==> config.mk <==
export PLATFORM = sky130hd
export DESIGN_NAME = traffic_ctrl_multi
export DESIGN_NICKNAME = d
export VERILOG_FILES = /design/src/rtl/traffic_pkg.sv /design/src/rtl/rr_dir_select.sv /design/src/rtl/traffic_ctrl_multi.sv
export SDC_FILE = /design/constraint.sdc
export NUM_CORES = 1
export LEC_CHECK = 0
export ABC_CLOCK_PERIOD_IN_PS = 3450
export CAP_MARGIN = 20
export CORE_MARGIN = 4
export CORE_UTILIZATION = 44
export CTS_BUF_LIST = sky130_fd_sc_hd__clkbuf_8
export DETAILED_ROUTE_END_ITERATION = 7
export PLACE_DENSITY = 0.78
export SKIP_LAST_GASP = 1
export SLEW_MARGIN = 20
export SYNTH_ARGS = -nofsm -noshare
export SYNTH_HDL_FRONTEND = slang
export SYNTH_SLANG_ARGS = --single-unit
==> constraint.sdc <==
create_clock -name clk -period 3.45 [get_ports clk]
set_input_delay 0.345 -clock clk [delete_from_list [all_inputs] [get_ports clk]]
set_output_delay 0.345 -clock clk [all_outputs]
set_load 0.01 [all_outputs]
==> src/rtl/traffic_pkg.sv <==
// Shared types, default phase durations and per-approach lamp decode
// for the multi-approach traffic-light controller.
package traffic_pkg;

    localparam int unsigned DEF_NUM_DIR    = 4;
    localparam int unsigned DEF_CNT_W      = 8;
    localparam int unsigned DEF_GREEN_CYC  = 20;
    localparam int unsigned DEF_YELLOW_CYC = 4;
    localparam int unsigned DEF_ALLRED_CYC = 2;
    localparam int unsigned DEF_FLASH_HALF = 5;

    typedef enum logic [2:0] {
        ST_IDLE,
        ST_ALLRED,
        ST_GREEN,
        ST_YELLOW,
        ST_FLASH
    } state_e;

    typedef struct packed {
        logic red;
        logic yellow;
        logic green;
    } lamp_t;

    // Lamp set for one approach; only the served approach leaves red.
    function automatic lamp_t lamp_decode(state_e st, logic is_active, logic phase);
        lamp_t l;
        l.red    = 1'b1;
        l.yellow = 1'b0;
        l.green  = 1'b0;
        case (st)
            ST_GREEN: begin
                if (is_active) begin
                    l.red   = 1'b0;
                    l.green = 1'b1;
                end
            end
            ST_YELLOW: begin
                if (is_active) begin
                    l.red    = 1'b0;
                    l.yellow = 1'b1;
                end
            end
            ST_FLASH: begin
                l.red    = 1'b0;
                l.yellow = phase;
            end
            default: ;
        endcase
        return l;
    endfunction

endpackage

==> src/rtl/rr_dir_select.sv <==
// Round-robin next-approach picker: first demanding approach after the
// current one (current checked last), or plain rotation with no demand.
module rr_dir_select #(
    parameter int unsigned NUM_DIR = 4,
    parameter int unsigned DIR_W   = $clog2(NUM_DIR)
) (
    input  logic [NUM_DIR-1:0] demand,
    input  logic [DIR_W-1:0]   active_dir,
    output logic [DIR_W-1:0]   next_dir_c
);

    logic [DIR_W-1:0] idx;

    // Scan from the farthest offset down so the nearest demanding approach wins.
    always_comb begin
        idx        = '0;
        next_dir_c = DIR_W'((int'(active_dir) + 1) % int'(NUM_DIR));
        if (|demand) begin
            for (int k = int'(NUM_DIR); k >= 1; k--) begin
                idx = DIR_W'((int'(active_dir) + k) % int'(NUM_DIR));
                if (demand[idx]) begin
                    next_dir_c = idx;
                end
            end
        end
    end

endmodule

==> src/rtl/traffic_ctrl_multi.sv <==
// N-approach traffic-light controller: GREEN -> YELLOW -> ALL-RED rotation
// with demand-based skipping and a maintenance flashing-yellow override.
module traffic_ctrl_multi
    import traffic_pkg::*;
#(
    parameter int unsigned NUM_DIR    = DEF_NUM_DIR,
    parameter int unsigned CNT_W      = DEF_CNT_W,
    parameter int unsigned GREEN_CYC  = DEF_GREEN_CYC,
    parameter int unsigned YELLOW_CYC = DEF_YELLOW_CYC,
    parameter int unsigned ALLRED_CYC = DEF_ALLRED_CYC,
    parameter int unsigned FLASH_HALF = DEF_FLASH_HALF
) (
    input  logic                       clk,
    input  logic                       reset_n,
    input  logic                       start,
    input  logic                       flash,
    input  logic [NUM_DIR-1:0]         demand,
    output logic [NUM_DIR-1:0]         red_on,
    output logic [NUM_DIR-1:0]         yellow_on,
    output logic [NUM_DIR-1:0]         green_on,
    output logic [$clog2(NUM_DIR)-1:0] active_dir
);

    localparam int unsigned DIR_W = $clog2(NUM_DIR);

    localparam logic [CNT_W-1:0] GREEN_LD  = CNT_W'(GREEN_CYC - 1);
    localparam logic [CNT_W-1:0] YELLOW_LD = CNT_W'(YELLOW_CYC - 1);
    localparam logic [CNT_W-1:0] ALLRED_LD = CNT_W'(ALLRED_CYC - 1);
    localparam logic [CNT_W-1:0] FLASH_LD  = CNT_W'(FLASH_HALF - 1);
    localparam logic [DIR_W-1:0] DIR_LAST  = DIR_W'(NUM_DIR - 1);

    state_e             state_q, state_d;
    logic [CNT_W-1:0]   cnt_q, cnt_d;
    logic [DIR_W-1:0]   dir_q, dir_d;
    logic               phase_q, phase_d;
    logic [NUM_DIR-1:0] red_q, red_d;
    logic [NUM_DIR-1:0] yellow_q, yellow_d;
    logic [NUM_DIR-1:0] green_q, green_d;
    logic [DIR_W-1:0]   next_dir;
    logic               expired;
    lamp_t              lamp;

    rr_dir_select #(
        .NUM_DIR (NUM_DIR),
        .DIR_W   (DIR_W)
    ) u_rr_dir_select (
        .demand     (demand),
        .active_dir (dir_q),
        .next_dir_c (next_dir)
    );

    assign expired = (cnt_q == '0);

    // Next-state, timer, approach and flash-phase logic; flash overrides all.
    always_comb begin
        state_d = state_q;
        cnt_d   = cnt_q;
        dir_d   = dir_q;
        phase_d = phase_q;

        if (flash) begin
            if (state_q != ST_FLASH) begin
                state_d = ST_FLASH;
                cnt_d   = FLASH_LD;
                phase_d = 1'b1;
            end else if (expired) begin
                cnt_d   = FLASH_LD;
                phase_d = ~phase_q;
            end else begin
                cnt_d = cnt_q - CNT_W'(1);
            end
        end else begin
            case (state_q)
                ST_IDLE: begin
                    if (start) begin
                        state_d = ST_ALLRED;
                        cnt_d   = ALLRED_LD;
                    end
                end
                ST_ALLRED: begin
                    if (!expired) begin
                        cnt_d = cnt_q - CNT_W'(1);
                    end else if (!start) begin
                        state_d = ST_IDLE;
                    end else begin
                        state_d = ST_GREEN;
                        cnt_d   = GREEN_LD;
                        dir_d   = next_dir;
                    end
                end
                ST_GREEN: begin
                    if (expired) begin
                        state_d = ST_YELLOW;
                        cnt_d   = YELLOW_LD;
                    end else begin
                        cnt_d = cnt_q - CNT_W'(1);
                    end
                end
                ST_YELLOW: begin
                    if (expired) begin
                        state_d = ST_ALLRED;
                        cnt_d   = ALLRED_LD;
                    end else begin
                        cnt_d = cnt_q - CNT_W'(1);
                    end
                end
                ST_FLASH: begin
                    state_d = ST_ALLRED;
                    cnt_d   = ALLRED_LD;
                    phase_d = 1'b0;
                end
                default: begin
                    state_d = ST_IDLE;
                    cnt_d   = '0;
                end
            endcase
        end
    end

    // Lamps decoded from next state so the registered outputs track the FSM.
    always_comb begin
        red_d    = '0;
        yellow_d = '0;
        green_d  = '0;
        lamp     = '0;
        for (int unsigned i = 0; i < NUM_DIR; i++) begin
            lamp        = lamp_decode(state_d, dir_d == DIR_W'(i), phase_d);
            red_d[i]    = lamp.red;
            yellow_d[i] = lamp.yellow;
            green_d[i]  = lamp.green;
        end
    end

    always_ff @(posedge clk or negedge reset_n) begin
        if (!reset_n) begin
            state_q  <= ST_IDLE;
            cnt_q    <= '0;
            dir_q    <= DIR_LAST;
            phase_q  <= 1'b0;
            red_q    <= '1;
            yellow_q <= '0;
            green_q  <= '0;
        end else begin
            state_q  <= state_d;
            cnt_q    <= cnt_d;
            dir_q    <= dir_d;
            phase_q  <= phase_d;
            red_q    <= red_d;
            yellow_q <= yellow_d;
            green_q  <= green_d;
        end
    end

    assign red_on     = red_q;
    assign yellow_on  = yellow_q;
    assign green_on   = green_q;
    assign active_dir = dir_q;

endmodule

==> flow_summary.ini, run 1 <==
[placement]
dpl_cell_area_sq_mm = 0.00169
place_hpwl_um = 2370
io_buffers = 21
gp_congestion = 0.866

[worst_setup_path]
required_ns = 3.60
start_kind = flop
crit_start = cnt_q[0]$_DFFE_PN0P_
cp.arrival_ns = 2.95
cp_slowest_cell = or4b_4
crit_chain = inv_1 > ha_1 > or4b_4 > nor2_2 > nand4_2 > mux2i_2 > inv_1 > o31ai_1
r2r_start = cnt_q[0]$_DFFE_PN0P_
critPathTopFamily = simple AND/OR/NAND/NOR gates
cp_max_fo = 9
path_buf_inv = 2
critPathKind = reg2reg
cp-end-kind = flop
reg2reg_slack_ns = 0.65
worst_path_largest_cell_delay_ns = 0.47
path_common_cell = inv_1

[logic_synthesis]
synth_edf_count = 0
async_reset_ff_share_pct = 100
synthCells = 148
synth_top_area_share_pct = 33.8
synth_seq_area_share_pct = 44.4
synth_top_flop_cell = dfrtp_1
ys_ff_latch = 26
avgSynthCellArea_sq_um = 10.0
synth_area_leaders = dfrtp_1, dfstp_2, o31ai_1
synth_top_area_cell = dfrtp_1
yosys_warnings = 0
synth_fp_nets = 158
synth.distinct_cells = 50
netlist_area_sq_mm = 0.00148

[clock_tree]
cts_setup_buffers = 0
cts_tree = done
clk_pin_slew_ns = 0.09
clkSinkCount = 26
clk_latency_ns = 0.27
cts_resized = 0
clockRootBuffer = clkbuf_8
ctsHoldBuffers = 0
h-tree-depth = 1
clockBufferDepth = 2
cts_made_buffers = 3

[finish]
nFillCells = 276
design_area_sq_mm = 0.00176
diodes = 0
area_growth_pct = 18.5
fin_nets = 177
multi_input_area_sq_um = 737
drive_gt1_share_pct = 16.9
regArea_sq_um = 658

[global_routing]
grt_pass1_wl_um = 5420
grt.overflow.total = 0
grt_pass1_vias = 1212
antenna_found_initial = 0
grt_use_total_pct = 16.1
grt_max_degree = 27

[timing]
max_freq_mhz = 357
maxSlewViolCount = 0
worst_slew_pin_slew_ns = 0.571
tns_ns = 0
rsz0062_at_grt = no
setup_viol = 0
fin_skew_ns = 0.00878
relSlewSlack_pct = 61.4
period_share_pct = 81.1
period_needed_ns = 2.80
finalHoldViolations = 0

[floorplan]
pin_count = 22
die-area_sq_mm = 0.00436
die_w_um = 66.0
dieHeight_um = 66.0
rows = 20
start_util_pct = 47.4
core_sq_mm = 0.00313

[detailed_routing]
routedWlPerCell_um = 15.2
vias_per_cell = 5.86
route.detailed.drc = 0
initialDrtViolationCount = 38
totalWireLength_um = 3190
drtAntennaViolNets = 0
drt-pass1-iter-count = 4
via_count = 1231

[run_status]
status = finished, final reports clean

[power_and_ir_drop]
internal_power_uw = 666
p_sw_uw = 339
vdd_drop_max_uv = 380
pwr-share-clk_pct = 24.8
pwr-share-comb_pct = 34.6
p_leak_uw = 0.000727
powerDensity_mw_per_mm2 = 573
p_seq_share_pct = 40.5
swShare_pct = 33.8

[min_path]
hold_class = in2async

[flow_run]
maxCapViolations = 0
logic make-up (layout without fill, tap and decap cells):
logic type | Yosys count | in the layout | synth area share, %
AO/OA/AOI/OAI | 47 | 47 | 23.1
multiplexers | 1 | 1 | 0.929
flip-flops | 26 | 26 | 44.4
adder cells (fa/ha/maj) | 2 | 2 | 1.69
buffers and inverters | 14 | 32 | 5.83
AND/OR/NAND/NOR | 54 | 54 | 21.7
XOR/XNOR | 4 | 4 | 2.37
power groups by stage:
stage,Combinational (uW),Sequential (uW),Clock [uW]
4_1_cts,349,406,254
3_5_place_dp,345,413,0
2_1_floorplan,242,407,0
6_report,348,408,250
3_3_place_gp,332,409,0
5_1_grt,389,416,270
final cells by class:
class / instances / area share, %
Clock buffer: 3 / 2.35
Clock inverter: 1 / 1.71
Multi-Input combinational cell: 108 / 42.0
Inverter: 7 / 1.64
Timing Repair Buffer: 21 / 11.7
Sequential cell: 26 / 37.5
Tap cell: 44 / 3.14
synth_stat cells (2+ instances only):
cell type  count
dfrtp_1       20
nor2_1        12
o21ai_0        9
a21oi_1        8
nand2_1        8
o31ai_1        8
dfstp_2        6
inv_1          6
a31oi_1        5
and3_2         4
nand2b_1       4
nand3_1        4
nor3b_1        4
clkbuf_1       3
clkbuf_8       3
nor3_1         3
ha_1           2
nor4b_1        2
o211a_1        2
o211ai_1       2
or2_2          2
xnor2_1        2
xor2_1         2
final timing paths:
kind / to / cells after the start
max: yellow_on[0]$_DFF_PN0_ / 8
min: state_q[2]$_DFF_PN0_ / 1
max reg2reg: yellow_on[0]$_DFF_PN0_ / 8
min reg2reg: cnt_q[1]$_DFFE_PN0P_ / 2
max in group asynchronous: red_on[2]$_DFF_PN1_ / 1
min in group clk: cnt_q[1]$_DFFE_PN0P_ / 2
cell usage in the layout (no fill, tap or decap), types with 2 or more instances in the layout:
cell             Yosys  final
nand2_1              8      8
and3_2               4      4
o21ai_0              9      9
clkbuf_8             3      3
nand3_1              4      4
o31ai_1              8      8
nor3_1               3      3
nor4b_1              2      2
nor2_1              12     12
a21oi_1              8      8
clkdlybuf4s50_1      0     20
or2_2                2      2
o211ai_1             2      2
xnor2_1              2      2
inv_1                6      6
o211a_1              2      2
ha_1                 2      2
dfrtp_1             20     20
nor3b_1              4      4
a31oi_1              5      5
dfstp_2              6      6
xor2_1               2      2
nand2b_1             4      4
sequential cells by signal, indices dropped and copies added, names as in the netlist:
signal,cells
cnt_q,8
green_on,4
red_on,4
yellow_on,4
state_q,3
active_dir,2
phase_q,1
worst register-to-register path, delay by kind of cell (launching register included):
kind | cells | cell delay [ns]
multiplexers | 1 | 0.40
AND/OR/NAND/NOR | 3 | 1.00
buffers and inverters | 2 | 0.34
flip-flops | 1 | 0.43
adder cells (fa/ha/maj) | 1 | 0.17
AO/OA/AOI/OAI | 1 | 0.34
per-stage QoR:
stage,total power [uW],cells,hold slack [ns],setup slack (ns),utilization [%]
after floorplan,649,148,0.0494,1.11,-
final,1010,210,0.0518,0.650,56.1
after detailed placement,758,206,0.512,0.629,54.0
after global placement,741,206,0.509,0.803,54.0
after global routing,1070,210,0.0842,0.505,56.1
after CTS,1010,210,0.540,0.680,56.3
routing by layer:
layer / up-vias / global-route usage [%] / part of all wire, %
met5: - / 0 / 0
met4: 0 / 4.57 / 1.5
met3: 6 / 3.91 / 4.4
met2: 30 / 29.8 / 54
met1: 611 / 18.1 / 40
li1: 584 / - / -
Note: power is estimated with default switching activity, not from simulation.
==> inputs of run 2 (changes only) <==
Settings changed: ABC_CLOCK_PERIOD_IN_PS 3450 to 2900.
Clock period 3.45 ns to 2.9 ns, I/O delays scaled along.
==> run 2 against run 1 <==
  * Core utilization rose by 1.0 points
  * Register-to-register slack got worse by 0.43 ns
  * Global-route usage fell by 0.74 points
  * Non-clock buffer count rose by 4
  * Highest routed layer unchanged
  * Via count barely moved
  * Power rose by 19%
  * Sequential share of layout area fell by 0.68 points
  * Sequential cell count did not move
  * Final cell count rose by 1.9%
  * Routed wire length fell by 2.3%
  * Largest cell class unchanged
  * Critical path depth did not move
  * Combinational power rose by 20%
==> flow_summary.ini, run 2 (synthesis results as in run 1) <==
[run_status]
status = finished, final reports clean

[clock_tree]
clockRootBuffer = clkbuf_8
cts_resized = 0
clockBufferDepth = 2
clk_latency_ns = 0.27
ctsHoldBuffers = 0
h-tree-depth = 1
clkSinkCount = 26
cts_made_buffers = 3
cts_setup_buffers = 0
clk_pin_slew_ns = 0.09
cts_tree = done

[finish]
fin_nets = 181
diodes = 0
area_growth_pct = 20.7
top_register = cnt_q
largest_reg_flops = 8
final_cell_mix = dfrtp_1, clkdlybuf4s50_1, nor2_1
drive_gt1_share_pct = 18.2

[power_and_ir_drop]
vdd_drop_max_uv = 391
p_leak_uw = 0.000745
powerDensity_mw_per_mm2 = 669

[placement]
place_hpwl_um = 2310
gp_congestion = 0.829
io_buffers = 21

[floorplan]
start_util_pct = 47.4
pin_count = 22
die-area_sq_mm = 0.00436
dieHeight_um = 66.0
core_sq_mm = 0.00313
rows = 20
die_w_um = 66.0

[worst_setup_path]
rr_worst_depth = 8
r2r_start = cnt_q[0]$_DFFE_PN0P_
cp.arrival_ns = 2.85
reg2reg_slack_ns = 0.22
r2r_end = yellow_on[1]$_DFF_PN0_
required_ns = 3.07
cp_max_fo = 9
start_kind = flop
critPathKind = reg2reg
worst_path_largest_cell_delay_ns = 0.47
path_common_cell = inv_1
cp_slowest_cell = or4b_4
critPathTopFamily = simple AND/OR/NAND/NOR gates
path_buf_inv = 2
cp-end-kind = flop
crit_chain = inv_1 > ha_1 > or4b_4 > nor2_2 > nand4_2 > mux2i_2 > inv_1 > o31ai_1

[global_routing]
grt_pass1_vias = 1192
grt_use_total_pct = 15.3
grt_pass1_wl_um = 5200
antenna_found_initial = 0
grt_max_degree = 25
grt.overflow.total = 0

[detailed_routing]
totalWireLength_um = 3110
drtAntennaViolNets = 0
via_count = 1230
routedWlPerCell_um = 14.5
drt-pass1-iter-count = 4
initialDrtViolationCount = 29
route.detailed.drc = 0
vias_per_cell = 5.75

[timing]
finalHoldViolations = 0
worst_slew_pin_slew_ns = 0.635
relSlewSlack_pct = 57.6
max_freq_mhz = 374
setup_viol = 0
maxSlewViolCount = 0
rsz0062_at_grt = no
fin_skew_ns = 0.00780
tns_ns = 0
fin_hold_ws_ns = 0.528
period_needed_ns = 2.68
period_share_pct = 92.3

[flow_run]
maxCapViolations = 0

[min_path]
hold_class = in2async
## run 2: changes by cell type in the layout (fill, tap and decap cells not counted), sizes merged
| cell | before | now |
|---|---|---|
| dlygate4sd3 | 0 | 1 |
| buf | 1 | 4 |
## run 2: worst register-to-register path, delay by kind of cell (launching register included)
kind,cells,cell delay (ns)
compound gates,1,0.28
fa+ha+maj,1,0.16
buf+inv,2,0.31
flops,1,0.42
mux,1,0.40
simple gates,3,1.00
## run 2: worst max path at each step
stage | startpoint | endpoint | slack [ns] | depth (start not counted)
global placement | cnt_q[0]$_DFFE_PN0P_ | yellow_on[0]$_DFF_PN0_ | 0.39 | 8
global route | cnt_q[0]$_DFFE_PN0P_ | yellow_on[0]$_DFF_PN0_ | 0.02 | 8
CTS | cnt_q[0]$_DFFE_PN0P_ | yellow_on[1]$_DFF_PN0_ | 0.26 | 8
detailed placement | cnt_q[0]$_DFFE_PN0P_ | yellow_on[1]$_DFF_PN0_ | 0.28 | 8
finish | cnt_q[0]$_DFFE_PN0P_ | yellow_on[1]$_DFF_PN0_ | 0.22 | 8
floorplan | cnt_q[0]$_DFFE_PN0P_ | yellow_on[0]$_DFF_PN0_ | 0.56 | 8
## run 2: cell type report
class | count | area [sq um]
Clock buffer | 3 | 41.3
Clock inverter | 1 | 30.0
Fill cell | 268 | 1340
Inverter | 7 | 28.8
Multi-Input combinational cell | 108 | 737
Sequential cell | 26 | 658
Tap cell | 44 | 55.1
Timing Repair Buffer | 25 | 238
## run 2: power by group
part	internal [uW]	switching (uW)	total, uW	leakage, uW
registers	422	61.6	484	0.000322
clock network	185	111	296	0.0000357
logic	190	226	416	0.000387
total	797	399	1200	0.000745
## run 2: through the flow
stage	std cells	area [sq um]	power, uW	utilization [%]	worst slack [ns]
final	214	1790	1200	57.2	0.224
after global routing	214	1790	1270	57.2	0.0180
after CTS	213	1780	1200	57.0	0.258
after detailed placement	209	1710	902	54.7	0.284
after global placement	209	1710	886	54.7	0.395
after floorplan	148	1480	772	-	0.556
## run 2: metal layers
metal	GRT usage (%)	vias up	wire [um]
met3	4.08	2	145
li1	-	597	-
met2	28.7	31	1680
met1	17.3	600	1270
met4	3.30	0	16
met5	0	-	0
==> inputs of run 3 (changes only) <==
--- a/config.mk
+++ b/config.mk
@@ -7,3 +7,3 @@
 export LEC_CHECK = 0
-export ABC_CLOCK_PERIOD_IN_PS = 2900
+export ABC_CLOCK_PERIOD_IN_PS = 2250
 export CAP_MARGIN = 20
@@ -11,5 +11,5 @@
 export CORE_UTILIZATION = 44
-export CTS_BUF_LIST = sky130_fd_sc_hd__clkbuf_8
+export CTS_BUF_LIST = sky130_fd_sc_hd__clkbuf_4 sky130_fd_sc_hd__clkbuf_8
 export DETAILED_ROUTE_END_ITERATION = 7
-export PLACE_DENSITY = 0.78
+export PLACE_DENSITY = 0.81
 export SKIP_LAST_GASP = 1
==> constraint.sdc (replaced) <==
create_clock -name clk -period 2.25 [get_ports clk]
set_input_delay 0.45 -clock clk [delete_from_list [all_inputs] [get_ports clk]]
set_output_delay 0.45 -clock clk [all_outputs]
set_load 0.01 [all_outputs]
==> run 3 against run 2 <==
  * The run now ends with setup timing left
  * Sequential cell count stayed put
  * Global-route usage is 2.1 points higher
  * Sequential power is 25% higher
  * Power is 29% higher
  * Routed wire length is 12% higher
  * Clock power is 23% lower
  * Core utilization is 5.5 points higher
==> flow_summary.ini, run 3 (synthesis results as in run 1) <==
[run_status]
status = finished, violations left
violations = setup timing

[timing]
finalHoldViolations = 0
maxSlewViolCount = 0
setup_viol = 8
timing.final.ws_setup_ns = -0.0508
period_needed_ns = 2.30
relSlewSlack_pct = 63.3
fin_skew_ns = 0.00431
period_share_pct = 102
rsz0062_at_grt = yes
max_freq_mhz = 435
fin_hold_ws_ns = 0.489
worst_slew_pin_slew_ns = 0.547

[detailed_routing]
vias_per_cell = 5.58
drt-pass1-iter-count = 4
totalWireLength_um = 3490
via_count = 1317
initialDrtViolationCount = 50
routedWlPerCell_um = 14.8
route.detailed.drc = 0
drtAntennaViolNets = 0

[worst_setup_path]
cp-end-kind = flop
path_buf_inv = 2
rr_worst_depth = 8
cp_max_fo = 4
reg2reg_slack_ns = -0.05
critPathKind = reg2reg
cp.depth = 8
cp.arrival_ns = 2.48
start_kind = flop
cp_slowest_cell = or4b_4
crit_chain = inv_2 > ha_4 > or4b_4 > or4_4 > o31ai_4 > o21a_4 > buf_4 > o31ai_1
required_ns = 2.43
worst_path_largest_cell_delay_ns = 0.48
critPathTopFamily = simple AND/OR/NAND/NOR gates

[clock_tree]
cts_made_buffers = 3
ctsHoldBuffers = 0
h-tree-depth = 1
clockRootBuffer = clkbuf_4
cts_tree = done
clkSinkCount = 26
clockBufferDepth = 2
clk_latency_ns = 0.31
clk_pin_slew_ns = 0.13

[global_routing]
grt_pass1_vias = 1322
grt_pass1_wl_um = 5890
grt_max_degree = 27
antenna_found_initial = 0
grt_use_total_pct = 17.4
use_met3_pct = 2.38
top_usage_layer = met2
grt_use_met2_pct = 31.8
use_met1_pct = 21.5
grt.overflow.total = 0

[finish]
drive_gt1_share_pct = 31.8
design_area_sq_mm = 0.00196
fin_nets = 203
nFillCells = 265
largest_reg_flops = 8
diodes = 0
top_register = cnt_q
layoutNonFillerInstCount = 236
area_growth_pct = 32.3
final_cell_mix = buf_4, clkdlybuf4s50_1, dfrtp_1
layout_commonest_cell = buf_4

[floorplan]
core_sq_mm = 0.00313
pin_count = 22
start_util_pct = 47.4
rows = 20
die-area_sq_mm = 0.00436
die_w_um = 66.0
dieHeight_um = 66.0

[placement]
place_hpwl_um = 2610
dpl_cell_area_sq_mm = 0.00188
dp.cells = 230
gp_congestion = 0.847
io_buffers = 21

[power_and_ir_drop]
p_seq_share_pct = 39.1
p_leak_uw = 0.000837
pwr-share-comb_pct = 46.0
internal_power_uw = 994
swShare_pct = 35.4
powerDensity_mw_per_mm2 = 786
p_sw_uw = 546
pwr-share-clk_pct = 14.9
vdd_drop_max_uv = 361

[min_path]
hold_class = in2async

[flow_run]
maxCapViolations = 0
## run 3: cell types whose count changed in the layout (fill, tap and decap cells not counted), moves of 2 or more
cell | before | now
a21oi_1 | 8 | 6
inv_2 | 0 | 3
buf_4 | 3 | 26
and3_4 | 0 | 2
inv_1 | 6 | 3
clkbuf_4 | 0 | 3
clkbuf_8 | 3 | 1
and3_2 | 4 | 2
a21oi_2 | 0 | 2
## run 3: cell type report
class | instances | area [sq um] | share of cell area [%]
Timing Repair Buffer | 47 | 405 | 20.7
Multi-Input combinational cell | 108 | 776 | 39.6
Sequential cell | 26 | 658 | 33.6
Clock buffer | 4 | 36.3 | 1.85
Inverter | 7 | 28.8 | 1.47
Tap cell | 44 | 55.1 | 2.81
## run 3: metrics by stage
stage / setup TNS, ns / worst slack, ns / total power, uW / util [%]
2_1_floorplan: -0.0795 / -0.0219 / 1000 / -
3_3_place_gp: -2.24 / -0.237 / 1260 / 60.2
3_5_place_dp: -2.80 / -0.295 / 1290 / 60.2
4_1_cts: -0.260 / -0.0505 / 1550 / 62.2
5_1_grt: -1.00 / -0.124 / 1650 / 62.6
6_report: -0.253 / -0.0508 / 1540 / 62.6
## run 3: worst paths after layout
kind,startpoint,end
min,reset_n,cnt_q[6]$_DFFE_PN0P_
min reg2reg,phase_q$_DFF_PN0_,phase_q$_DFF_PN0_
max reg2reg,cnt_q[1]$_DFFE_PN0P_,yellow_on[1]$_DFF_PN0_
min in group clk,phase_q$_DFF_PN0_,phase_q$_DFF_PN0_
max in group asynchronous,reset_n,active_dir[1]$_DFF_PN1_
max,cnt_q[1]$_DFFE_PN0P_,yellow_on[1]$_DFF_PN0_
## run 3: worst register-to-register path, stage by stage, from the launching register on
cell,delay [ns]
dfrtp_1,0.42
inv_2,0.09
ha_4,0.13
or4b_4,0.48
or4_4,0.45
o31ai_4,0.22
o21a_4,0.19
buf_4,0.12
o31ai_1,0.08
## run 3: repair_timing
item,CTS,global route
gates cloned,0,0
buffers inserted,2,0
pin swaps,1,3
hold endpoints to repair,0,0
resized for setup,3,5
endpoints found under the setup margin,10,14
## run 3: power groups by stage
| stage | sequential (uW) | clock (uW) | combinational, uW |
|---|---|---|---|
| 2_1_floorplan | 626 | 0 | 378 |
| 3_3_place_gp | 608 | 0 | 652 |
| 3_5_place_dp | 612 | 0 | 676 |
| 4_1_cts | 604 | 243 | 699 |
| 5_1_grt | 614 | 263 | 777 |
| 6_report | 603 | 229 | 708 |
## run 3: metal layers
metal,wire length (um),part of all wire (%)
met3,197,5.7
met2,1690,48
met4,55,1.6
met5,0,0
met1,1540,44
